--- src/rtl/id_scoreboard.sv ---
// id_scoreboard: per-register hazard scoreboard for the ID stage.
// Tracks load-use countdowns and outstanding long ops, and requests a stall on hazards.
module id_scoreboard #(
    parameter int ADDR_W   = 5,
    parameter int LOAD_LAT = 1,
    parameter int MAX_LONG = 2
) (
    input  logic                 clk,
    input  logic                 rst,
    input  logic                 flush,
    input  logic                 issue_valid,
    input  logic                 issue_rs_used,
    input  logic                 issue_rt_used,
    input  logic [ADDR_W-1:0]    issue_rs,
    input  logic [ADDR_W-1:0]    issue_rt,
    input  logic                 issue_we,
    input  logic [ADDR_W-1:0]    issue_waddr,
    input  logic [1:0]           issue_kind,
    input  logic                 long_done,
    input  logic [ADDR_W-1:0]    long_done_addr,
    output logic                 stallreq,
    output logic [2**ADDR_W-1:0] busy_vec,
    output logic [2:0]           long_cnt
);
    localparam int NREG = 2**ADDR_W;

    logic [2:0]      cnt_q [NREG];
    logic [2:0]      cnt_d [NREG];
    logic [NREG-1:0] lng_q, lng_d;
    logic [2:0]      long_cnt_q, long_cnt_d;
    logic            raw, waw, full, accept, wr, ld, lo, dn;

    always_comb begin
        busy_vec = '0;
        for (int r = 1; r < NREG; r++) busy_vec[r] = (cnt_q[r] != 3'd0) | lng_q[r];
    end

    assign raw      = (issue_rs_used & busy_vec[issue_rs]) | (issue_rt_used & busy_vec[issue_rt]);
    assign waw      = issue_we & busy_vec[issue_waddr] & (issue_waddr != '0);
    assign full     = (issue_kind == 2'd2) & (long_cnt_q == 3'(MAX_LONG)) & ~long_done;
    assign stallreq = issue_valid & ~flush & (raw | waw | full);
    assign accept   = issue_valid & ~flush & ~stallreq;
    assign wr       = accept & issue_we & (issue_waddr != '0);
    assign ld       = wr & (issue_kind == 2'd1);
    assign lo       = wr & (issue_kind == 2'd2);
    // lng_q[0] is never set, so a completion to r0 is naturally ignored
    assign dn       = long_done & lng_q[long_done_addr];
    assign long_cnt = long_cnt_q;

    always_comb begin
        lng_d = lng_q;
        if (dn) lng_d[long_done_addr] = 1'b0;
        if (lo) lng_d[issue_waddr] = 1'b1;
        for (int r = 0; r < NREG; r++)
            cnt_d[r] = (ld && issue_waddr == ADDR_W'(r)) ? 3'(LOAD_LAT) : cnt_q[r] - 3'(cnt_q[r] != 3'd0);
        long_cnt_d = long_cnt_q + 3'(lo) - 3'(dn);
    end

    always_ff @(posedge clk or posedge rst) begin
        if (rst) begin
            cnt_q      <= '{default: '0};
            lng_q      <= '0;
            long_cnt_q <= '0;
        end else begin
            cnt_q      <= cnt_d;
            lng_q      <= lng_d;
            long_cnt_q <= long_cnt_d;
        end
    end
endmodule

--- config.mk ---
export PLATFORM = sky130hd
export DESIGN_NAME = id_scoreboard
export DESIGN_NICKNAME = d
export VERILOG_FILES = /design/src/rtl/id_scoreboard.sv
export SDC_FILE = /design/constraint.sdc
export NUM_CORES = 1
export LEC_CHECK = 0
export CAP_MARGIN = 20
export CORE_ASPECT_RATIO = 1.75
export CORE_MARGIN = 2
export CORE_UTILIZATION = 59
export CTS_BUF_LIST = sky130_fd_sc_hd__clkbuf_4 sky130_fd_sc_hd__clkbuf_8 sky130_fd_sc_hd__clkbuf_16
export CTS_CLUSTER_DIAMETER = 200
export CTS_CLUSTER_SIZE = 40
export DETAILED_ROUTE_END_ITERATION = 6
export PLACE_DENSITY = 0.88
export SLEW_MARGIN = 25
export SYNTH_ARGS = -nofsm -noshare
export SYNTH_HDL_FRONTEND = slang
export SYNTH_SLANG_ARGS = --single-unit
--- constraint.sdc ---
create_clock -name clk -period 4.8 [get_ports clk]
set_clock_uncertainty 0.1 [all_clocks]
set_input_delay 0.96 -clock clk [delete_from_list [all_inputs] [get_ports clk]]
set_output_delay 0.96 -clock clk [all_outputs]
set_load 0.02 [all_outputs]
After elaboration in Yosys (flattened, before gate mapping). Index checks and enable logic that the tools add are counted.

Bits in registers: 128. Word-level logic and storage cells: 270.

Reductions and logical operators: 65. Eq/ne operators: 34. Bitwise operators: 54. Add/subtract/negate cells: 33. Multiplexer cells: 45. $lt $le $gt $ge: 6.

Operator list (number): 3-bit by 1-bit subtractor with 3-bit output (32); 3-bit 2-to-1 mux (31); 3-bit nonzero test (31); 5-bit equality test (second input constant) (16); 32-bit 2-to-1 mux (2); 5-bit by 4-bit equality test with 1-bit output (second input constant) (8); 1-bit bitwise OR (34); 1-bit logical AND (33); 32-bit bitwise AND (1); 32-bit NOT (1); 32-bit bitwise OR (1); 5-bit by 6-bit less-than comparator with 1-bit output (second input constant) (4); 1-bit binary-select mux with 5-bit select (4); 5-bit by 3-bit equality test with 1-bit output (second input constant) (4); 1-bit bitwise AND (14); 1-bit demux with 5-bit select (2); 5-bit by 2-bit equality test with 1-bit output (second input constant) (2); 5-bit by 1-bit >= comparator with 1-bit output (second input constant) (2); 1-bit 2-to-1 mux (6); 5-bit by 1-bit equality test with 1-bit output (second input constant) (1); 5-bit nonzero test (1); 3-bit by 1-bit adder with 3-bit output (1); 3-bit by 2-bit equality test with 1-bit output (second input constant) (1); 1-bit NOT (3); other kinds (2) (2).

Depth between registers and ports, before layout. Gate-level depths: netlist of the first run.

Depth after elaboration: 16. Gate-level depth with buffers: 16. Depth with buffers taken out: 13.

Worst setup path before layout of the first run. OpenSTA, ideal clock, no wires.

Path kind: input -> output. Start: in issue_rt[2]. End: out stallreq. Data required time: 3.740 ns. Slack: 0.414 ns. Stages on the path: 7. Arrival: 3.326 ns. Path buffers: 3. Path through: clkbuf_1 clkbuf_1 a2111oi_0 o41a_1 buf_1 nor2_1 a21boi_0.

Cells in the longest elaborated chain, start to end: 7.

RTL lines: from (decl) (RTL line 15) `input logic [ADDR_W-1:0] issue_rt,`; 1-bit binary-select mux with 5-bit select (RTL line 38) `assign raw = (issue_rs_used & busy_vec[issue_rs]) | (issue_rt_used & busy_vec[issue_rt]);`; 1-bit 2-to-1 mux (not written as such) (RTL line 38); 1-bit bitwise AND (RTL line 38); 1-bit bitwise OR (RTL line 38); 1-bit bitwise OR (2 in series) (RTL line 41) `assign stallreq = issue_valid & ~flush & (raw | waw | full);`; 1-bit bitwise AND (RTL line 41); to (decl) (RTL line 21) `output logic stallreq,`.

Every way passes these cells. The select of a mux whose other input is x is not followed.

Worst setup path in the final report of the first run.
Start: in issue_waddr[4]. End: out stallreq.

Cells in the longest elaborated chain, start to end: 7. Elaborated cells between the ends (all ways): 8. Classes of those cells: 2 x mux; 5 x bitwise; 1 x reduce/logical.

RTL lines: from (decl) (RTL line 17) `input logic [ADDR_W-1:0] issue_waddr,`; 1-bit binary-select mux with 5-bit select (RTL line 39) `assign waw = issue_we & busy_vec[issue_waddr] & (issue_waddr != '0);`; 1-bit 2-to-1 mux (not written as such) (RTL line 39); 1-bit bitwise AND (RTL line 39); 1-bit bitwise AND (*) (RTL line 39); 1-bit bitwise OR (*) (2 in series) (RTL line 41); 1-bit bitwise AND (*) (RTL line 41).

Mark *: on every way between the ends. The rest lies on a longest branch, timed or not. The select of a mux whose other input is x is not followed.

==> metrics, run 1 <==
port bufs 64; post-synthesis sequential area ratio between 30% and 40%; FFs w/ async S/R, synth between 90% and 100%; Max clock buf depth 2; Distinct cells, synth 61; Pins Over Slew Limit 0; hold endpoint lng_q[0]$_DFF_PP0_; Post-Place Cells around 1100; critical path's largest stage delay 0.51 ns; Synth Flop Type dfrtp_1; via count ~8000; LEAKAGE 4.22 nW; HPWL after DPL approximately 19 mm; GPL Wtd Cong roughly 0.96; Final Cycle Share between 90 and 100%; reg2reg start lng_q[13]$_DFF_PP0_; First DRT Iteration DRCs between 800 and 900; CTS H-tree depth 4; CP arrival 3.38 ns; delay-heaviest family, CP simple AND/OR/NAND/NOR gates; drt pass-1 iters 5; Mapped Area 8310 um2; cts-stage hold buffer count 0; Max FO, Critical Path 5; Worst setup startpoint issue_waddr[4]; fin crit period between 4 and 5 ns; worst slew pin tran roughly 0.93 ns; mean post-synth cell area approximately 9.3 um2; first-pass GRT wire length ~43 mm; number of fill cells 1071; synth top area cells dfrtp_1, ha_1, o31ai_1; largest net degree at the start of global routing between 60 and 70; clock root cell clkbuf_16; worst reg-to-reg path cell count 12; critical path class in2out; Bufs and invs on worst path 3; share of cells above drive strength 1 about 14%; post-cts resize count 6; Die X around 94 um; syn_nets ~1000; Hold Crit Start lng_q[0]$_DFF_PP0_; Startpoint Class primary input; Nets around 1100; CP cell instances clkdlybuf4s50_1, and3b_1, nand3_1, a211oi_1, nor4_2, or4b_1, nor2_2, a21boi_2, buf_4, dlymetal6s2s_1; Hold Path Cell Cnt 1; f_max 0.225 GHz; vias in the first global route 8098; Overflow after GRT 0; post-synthesis register bit count about 130; clk slew on worst S/H paths 0.06 ns; total CTS buffers 17; VDD IR max approximately 0.00036 V; Max stage delay cell, worst path clkdlybuf4s50_1; worst skew pair latency ~0.43 ns; Die Ht around 160 um; clock sink count between 100 and 150; Power Dens Cells approximately 600 nW/um2; Crit path required time about 3.7 ns; Hold Path Class reg2reg; # Max-Cap Violations 0; antenna violations before repair 0; final hold viol count 0; RSZ-0062 raised after global routing false; Worst R2R Setup Slack about 0.8 ns; largest area contributor in the netlist dfrtp_1; Finished Layout Cells around 1200; Cells after Synth between 800 and 900; met3 wire len ~2.4 mm; area of the die 15100 um2; EDFF count, synth 0; met2 routed wirelength roughly 13 mm; CP endpoint kind output pin; Post-DP Area between 9000 and 10000 um2; Ports 66; Core Rows 57; DR top layer met4; post-synth top area share 38.5%; P&R area growth vs syn 20.5%; Core Region 13800 um2; drt via density between 6 and 7; Routed WL around 27 mm; Detail Route Antenna Nets 0; initial core utilization around three fifths; DRT met1 WL 9.06 mm; status finished clean; Ant. Diodes 0; Setup violations, final 0; Tot Pwr approximately 6.0 mW; Routed WL per cell roughly 24 um; DRC Markers 0; reg2reg end long_cnt[2]$_DFF_PP0_; Max-slew headroom 37.3%; gr usage total approximately two fifths; final instance area about 10000 um2; CTS tree yes; Post-CTS Setup Bufs 0; Synth warnings 0
power by group:
| part | total, mW | leakage [nW] | internal (mW) | switching, mW |
|---|---|---|---|---|
| registers | 1.89 | 1.56 | 1.55 | 0.333 |
| logic | 2.79 | 2.36 | 1.26 | 1.53 |
| clock network | 1.35 | 0.293 | 0.836 | 0.509 |
| total | 6.02 | 4.22 | 3.64 | 2.37 |
worst max path at each step:
| stage | to | depth (start not counted) |
|---|---|---|
| 2_1_floorplan | cnt_q[0]$_DFF_PP0_ | 1 |
| 3_3_place_gp | stallreq | 10 |
| 3_5_place_dp | stallreq | 10 |
| 4_1_cts | stallreq | 10 |
| 5_1_grt | stallreq | 11 |
| 6_report | stallreq | 10 |
cells in the final DEF (no fill, tap or decap), drive strengths merged, types with 3 or more instances in the layout:
| master | synthesis | layout |
|---|---|---|
| a2111oi | 6 | 6 |
| a211oi | 4 | 4 |
| a21oi | 65 | 65 |
| a31oi | 3 | 3 |
| a32oi | 6 | 6 |
| and3 | 4 | 4 |
| and3b | 3 | 3 |
| buf | 21 | 59 |
| bufinv | 0 | 3 |
| clkbuf | 41 | 19 |
| clkdlybuf4s50 | 0 | 62 |
| clkinv | 0 | 6 |
| clkinvlp | 0 | 3 |
| dfrtp | 128 | 128 |
| ha | 64 | 64 |
| inv | 90 | 91 |
| mux2 | 4 | 4 |
| mux2i | 5 | 5 |
| mux4 | 13 | 13 |
| nand2 | 36 | 36 |
| nand2b | 7 | 7 |
| nand3 | 33 | 33 |
| nand3b | 3 | 3 |
| nand4 | 27 | 27 |
| nor2 | 30 | 30 |
| nor2b | 9 | 9 |
| nor3 | 37 | 37 |
| nor3b | 3 | 3 |
| nor4 | 19 | 19 |
| o2111ai | 9 | 9 |
| o21ai | 40 | 40 |
| o31ai | 60 | 60 |
| or2 | 3 | 3 |
| or3 | 47 | 47 |
| or4 | 12 | 12 |
| xnor2 | 32 | 32 |
cells in the mapped netlist, types with 9 or more instances:
master / number
dfrtp_1: 128
inv_1: 90
a21oi_1: 65
ha_1: 64
o31ai_1: 50
or3_1: 46
clkbuf_1: 41
o21ai_0: 40
nor3_1: 37
nand2_1: 35
nand3_1: 33
xnor2_1: 32
nor2_1: 30
nand4_1: 27
nor4_1: 19
mux4_2: 13
o31ai_2: 10
nor2b_1: 9
o2111ai_1: 9
registers in the layout, summed over array words and instances (netlist names):
signal    count
cnt_q        93
long_cnt      3
lng_q        32
area by class of cell:
type / count / area, um2 / area share [%]
Sequential cell: 128 / 3200 / 32.0
Timing Repair Buffer: 123 / 1110 / 11.1
Clock inverter: 13 / 163 / 1.62
Tap cell: 177 / 221 / 2.21
Clock buffer: 19 / 447 / 4.46
Inverter: 90 / 340 / 3.40
Multi-Input combinational cell: 609 / 4530 / 45.2
per-stage QoR:
| stage | utilization [%] | setup WS [ns] | hold slack, ns | setup TNS (ns) |
|---|---|---|---|---|
| after detailed placement | 67.8 | -0.371 | 0.376 | -0.371 |
| after CTS | 72.2 | 0.00386 | 0.390 | 0 |
| after floorplan | - | 0.327 | 0.353 | 0 |
| after global routing | 72.4 | 0.255 | 0.425 | 0 |
| after global placement | 67.8 | -0.230 | 0.364 | -0.230 |
| final | 72.4 | 0.357 | 0.404 | 0 |
metal layers:
layer  up-vias  track usage [%]
li1       3426                -
met1      3732             43.7
met2       507             60.9
met3       176             6.34
met4         0             32.9
met5         -                0
kinds of logic (layout without fill, tap and decap cells):
family	after synthesis	count (layout)	share of synthesized area (%)
and+or+nand+nor	278	278	18.8
AOI/OAI and AO/OA	210	210	17.2
buffers and inverters	152	245	7.47
DFF	128	128	38.5
adders and majority gates	65	65	9.88
xor gates and xnor gates	33	33	3.48
muxes	22	22	4.67
other	1	1	0.0451
No activity file was read; power rests on OpenSTA's default activity.
==> run 2: changes to the inputs <==
- ABC_CLOCK_PERIOD_IN_PS: not set -> 5500
- CORE_UTILIZATION: 59 -> 64
- PLACE_DENSITY: 0.88 -> 0.94
- clock period: 4.8 -> 5.5 ns (I/O delays scaled with it)
==> run 2 against run 1 <==
The flow now finishes with violations (design-rule violations). Flip-flop and latch count did not move. Utilization increased by 4.9 points. Routed wire length is 3.9% higher. Largest cell class unchanged. Combinational power decreased by 11%. Sequential power fell by 12%. Global-route usage is 3.5 points higher. Worst hold slack got worse by 0.0091 ns. Final area fell by 1.2%. Power fell by 10%. Non-clock buffer count shrank 18. Critical endpoint unchanged. Critical path type unchanged. First-iteration DRC count increased by 50%.
==> metrics, run 2 (synthesis gave the netlist of run 1 again) <==
Worst R2R Setup Slack approximately 1.2 ns; antenna violations before repair 1; Crit path required time ~4.3 ns; Power Dens Cells ~550 nW/um2; failing checks design-rule violations; Worst setup startpoint issue_rt[2]; LEAKAGE 4.14 nW; Detail Route Antenna Nets 0; max reg flops 93; worst skew pair latency 0.43 ns; Max-slew headroom between 15 and 20%; drt via density approximately 7.1; clock sink count between 100 and 150; cts-stage hold buffer count 0; first-pass GRT wire length 44.3 mm; vias in the first global route ~8300; P&R area growth vs syn 19.0%; Max FO, Critical Path 13; reg2reg end long_cnt[2]$_DFF_PP0_; share of cells above drive strength 1 roughly an eighth; Die Ht between 150 and 200 um; Pins Over Slew Limit 0; final hold viol count 0; Most flops, register cnt_q; via count between 8000 and 9000; post-cts resize count 0; initial core utilization 64.9%; DR top layer met5; gr usage total 41.8%; Ports 66; CP arrival between 4 and 5 ns; Tot Pwr ~5.4 mW; Hold Crit Start lng_q[0]$_DFF_PP0_; worst slew pin tran 1.24 ns; reg2reg start cnt_q[14]$_DFF_PP0_; area of the die between 10000 and 15000 um2; Core Region approximately 13000 um2; commonest non-fill, non-tap cells in the layout dfrtp_1, inv_1, a21oi_1, ha_1, clkdlybuf4s50_1; worst reg-to-reg path cell count 12; Final Cycle Share between 90 and 100%; Overflow after GRT 0; GPL Wtd Cong slightly above 1; setup TNS 0 ns; CTS H-tree depth 4; DRC Markers 44; CTS tree yes; RSZ-0062 raised after global routing false; clk slew on worst S/H paths around 0.06 ns; critical path class in2out; fin crit period 5.33 ns; Max clock buf depth 2; Routed WL per cell about 25 um; port bufs between 60 and 70; Hold Path Class reg2reg; Startpoint Class primary input; Die X roughly 90 um; Hold Path Cell Cnt 1; f_max around 0.19 GHz; status finished with violations; VDD IR max ~0.00042 V; clock root cell clkbuf_16; met2 routed wirelength 13.4 mm; Routed WL roughly 29 mm; Ant. Diodes 0; HPWL after DPL 18.3 mm; First DRT Iteration DRCs 1277; most common cell after layout, fill and taps aside dfrtp_1; CP endpoint kind output pin; Post-CTS Setup Bufs 0; Nets roughly 1000; hold endpoint lng_q[0]$_DFF_PP0_; largest net degree at the start of global routing 63; drt pass-1 iters 7; # Max-Cap Violations 0; total CTS buffers 17; Setup violations, final 0; Core Rows 55; met3 wire len around 3.5 mm; number of fill cells 844; DRT met1 WL around 8.9 mm
run 2: cell types whose count changed in the layout (fill, tap and decap cells not counted), sizes merged, moves of 2 or more:
cell           before  now
buf                59   41
clkinvlp            3    0
bufinv              3    5
clkdlybuf4s50      62   64
inv                91   95
clkinv              6    4
run 2: critical path, stage by stage:
cell and delay, ns:
clkdlybuf4s50_1 0.68, buf_4 0.29, mux2_2 0.22, a32oi_1 0.05
a41oi_1 0.35, o41a_1 0.29, nor2_1 0.08, a21boi_0 0.37
clkdlybuf4s50_1 0.68
run 2: per-stage QoR:
| stage | utilization [%] | hold WS (ns) | setup WS, ns | instances | instance area, um2 |
|---|---|---|---|---|---|
| global route | 77.3 | 0.424 | 0.0480 | 1135 | 9890 |
| global placement | 72.0 | 0.365 | 0.288 | 1103 | 9220 |
| CTS | 77.2 | 0.393 | 0.240 | 1135 | 9890 |
| finish | 77.3 | 0.395 | 0.165 | 1135 | 9890 |
| detailed placement | 72.1 | 0.372 | 0.246 | 1103 | 9230 |
| floorplan | - | 0.353 | 0.834 | 889 | 8310 |
run 2: report_power, final:
| group | internal (mW) | leakage [nW] | switching (mW) |
|---|---|---|---|
| Combinational | 1.08 | 2.25 | 1.38 |
| Clock | 0.819 | 0.325 | 0.472 |
| Sequential | 1.36 | 1.56 | 0.306 |
run 2: how the worst max path moves through the flow:
stage	to	slack (ns)	cells after the start
after floorplan	stallreq	0.83	7
after global placement	stallreq	0.29	8
after detailed placement	stallreq	0.25	9
after CTS	stallreq	0.24	9
after global routing	stallreq	0.05	7
final	stallreq	0.17	9
run 2: layout make-up:
type / instances / area [um2] / share of cell area, %
clock buffer: 18 / 433 / 4.38
clock inverter: 14 / 228 / 2.30
inverter: 90 / 340 / 3.44
multi-input combinational: 609 / 4510 / 45.6
sequential: 128 / 3200 / 32.4
tap: 171 / 214 / 2.16
timing repair buffer: 105 / 961 / 9.72
run 2: layer usage:
metal,vias to the layer above,GRT usage [%]
met3,234,13.2
met1,3747,44.5
li1,3403,-
met4,2,34.7
met5,-,0
met2,675,67.2
==> run 3: changes to the inputs <==
- SETUP_SLACK_MARGIN: not set -> 0.2
==> run 3 against run 2 <==
The run still ends with design-rule violations left. Clock power is essentially flat. Maximum frequency up 2.9%. Flip-flop and latch count unchanged. Worst hold slack better by 0.0028 ns. Power is essentially flat. Non-clock buffer count stayed put. Critical path type unchanged. Largest cell class unchanged. Largest power group unchanged.
==> metrics, run 3 (synthesis gave the netlist of run 1 again) <==
status finished with violations; failing checks design-rule violations; fin crit period 5.18 ns; logic gate share of total power between 40% and 50%; post-cts resize count 0; commonest non-fill, non-tap cells in the layout dfrtp_1, inv_1, a21oi_1, ha_1, clkdlybuf4s50_1; Core Rows 55; Util after Layout ~77%; share of cells above drive strength 1 approximately an eighth; Core Region between 10000 and 15000 um2; setup TNS 0 ns; vias in the first global route 8284; Ant. Diodes 0; max reg flops between 90 and 100; CP cell instances clkdlybuf4s50_1, mux4_2, nor2_1, a211o_1, a221oi_1, o31a_2, a21boi_1, clkdlybuf4s50_1; Final Cycle Share a little over nine tenths; Worst R2R Setup Slack approximately 1.2 ns; Pins Over Slew Limit 0; critical path's largest stage delay about 0.66 ns; worst setup margin 0.318 ns; Post-DP Area 9230 um2; Detail Route Antenna Nets 0; hold endpoint lng_q[0]$_DFF_PP0_; Most Frequent Cell on Critical Path clkdlybuf4s50_1; Die Ht about 150 um; initial core utilization 64.9%; DRC Markers 3; cts-stage hold buffer count 0; worst reg-to-reg path cell count 12; P&R area growth vs syn 19.1%; LEAKAGE a little over 4 nW; Switching Share about 40%; reg2reg start cnt_q[14]$_DFF_PP0_; number of fill cells between 800 and 900; final instance area approximately 9900 um2; Clk network pwr share 23.8%; Pint ~3.3 mW; Overflow after GRT 0; CTS H-tree depth 4; total CTS buffers 17; worst skew pair latency approximately 0.43 ns; Routed WL per cell approximately 25 um; Nets ~1000; Max stage delay cell, worst path clkdlybuf4s50_1; clock sink count 128; Max-slew headroom 20.4%; Startpoint Class primary input; CP endpoint kind output pin; Max clock buf depth 2; Hold WS 0.398 ns; first-pass GRT wire length ~44 mm; worst slew pin tran 1.19 ns; CTS tree yes; drt pass-1 iters 7; Ports 66; RSZ-0062 raised after global routing false; Power Dens Cells between 500 and 600 nW/um2; GPL Wtd Cong approximately 1.0; HPWL after DPL approximately 18 mm; First DRT Iteration DRCs roughly 1300; Die X 90.1 um; Most flops, register cnt_q; Flop pwr share 30.7%; f_max between 0.15 and 0.2 GHz; # Max-Cap Violations 0; Hold Path Cell Cnt 1; Setup violations, final 0; CP arrival 3.98 ns; Hold Path Class reg2reg; critical path class in2out; clock root cell clkbuf_16; clk slew on worst S/H paths about 0.06 ns; reg2reg end long_cnt[2]$_DFF_PP0_; final hold viol count 0; antenna violations before repair 1; Sw Pwr around 2.2 mW; Routed WL ~29 mm; Hold Crit Start lng_q[0]$_DFF_PP0_; port bufs between 60 and 70; Max FO, Critical Path 6; largest net degree at the start of global routing 63; drt via density between 7 and 8; Crit path required time approximately 4.3 ns; VDD IR max around 0.00042 V; pre-CTS setup slack around 0.25 ns; Post-CTS Setup Bufs 0; via count 8048; most common cell after layout, fill and taps aside dfrtp_1; gr usage total 41.8%; area of the die roughly 14000 um2
run 3: cell count changes in the layout (fill, tap and decap cells not counted), sizes merged:
cell	delta
clkdlybuf4s50	-2
dlymetal6s2s	+2
run 3: layout make-up:
cell class / count / area (um2) / share of cell area (%)
inverters: 90 / 340 / 3.44
well taps: 171 / 214 / 2.16
multi-input cells: 609 / 4510 / 45.6
clock buffers: 18 / 433 / 4.37
repair buffers: 105 / 966 / 9.76
flip-flops and latches: 128 / 3200 / 32.4
clock inverters: 14 / 228 / 2.30
run 3: worst max path at each step:
stage              startpoint       end  slack (ns)  cells after the start
6_report          issue_rs[2]  stallreq        0.32                      8
3_5_place_dp      issue_rt[2]  stallreq        0.25                      9
4_1_cts           issue_rt[2]  stallreq        0.24                      9
2_1_floorplan     issue_rt[2]  stallreq        0.83                      7
5_1_grt        issue_waddr[3]  stallreq        0.26                      8
3_3_place_gp      issue_rt[2]  stallreq        0.29                      8
run 3: per-stage QoR:
step	power (mW)	instances
after floorplan	3.20	889
final	5.42	1135
after detailed placement	4.00	1103
after global placement	3.86	1103
after global routing	5.72	1135
after CTS	5.36	1135
run 3: critical path, delay by kind of cell:
family / cells / cell delay, ns
muxes: 1 / 0.55
buffers and inverters: 2 / 1.28
and+or+nand+nor: 1 / 0.11
AOI/OAI and AO/OA: 4 / 0.95
run 3: layer usage:
metal  wire length, um  track usage [%]  share of wire, %
met1              8790             44.5                31
met2             13400             67.2                47
met3              3530             13.2                12
met4              2800             34.7               9.8
met5                10                0             0.035
run 3: power groups by stage:
stage	logic [mW]	registers (mW)	clock network (mW)
3_5_place_dp	2.35	1.65	0
4_1_cts	2.42	1.65	1.29
5_1_grt	2.69	1.70	1.33
2_1_floorplan	1.62	1.58	0
6_report	2.47	1.66	1.29
3_3_place_gp	2.24	1.61	0
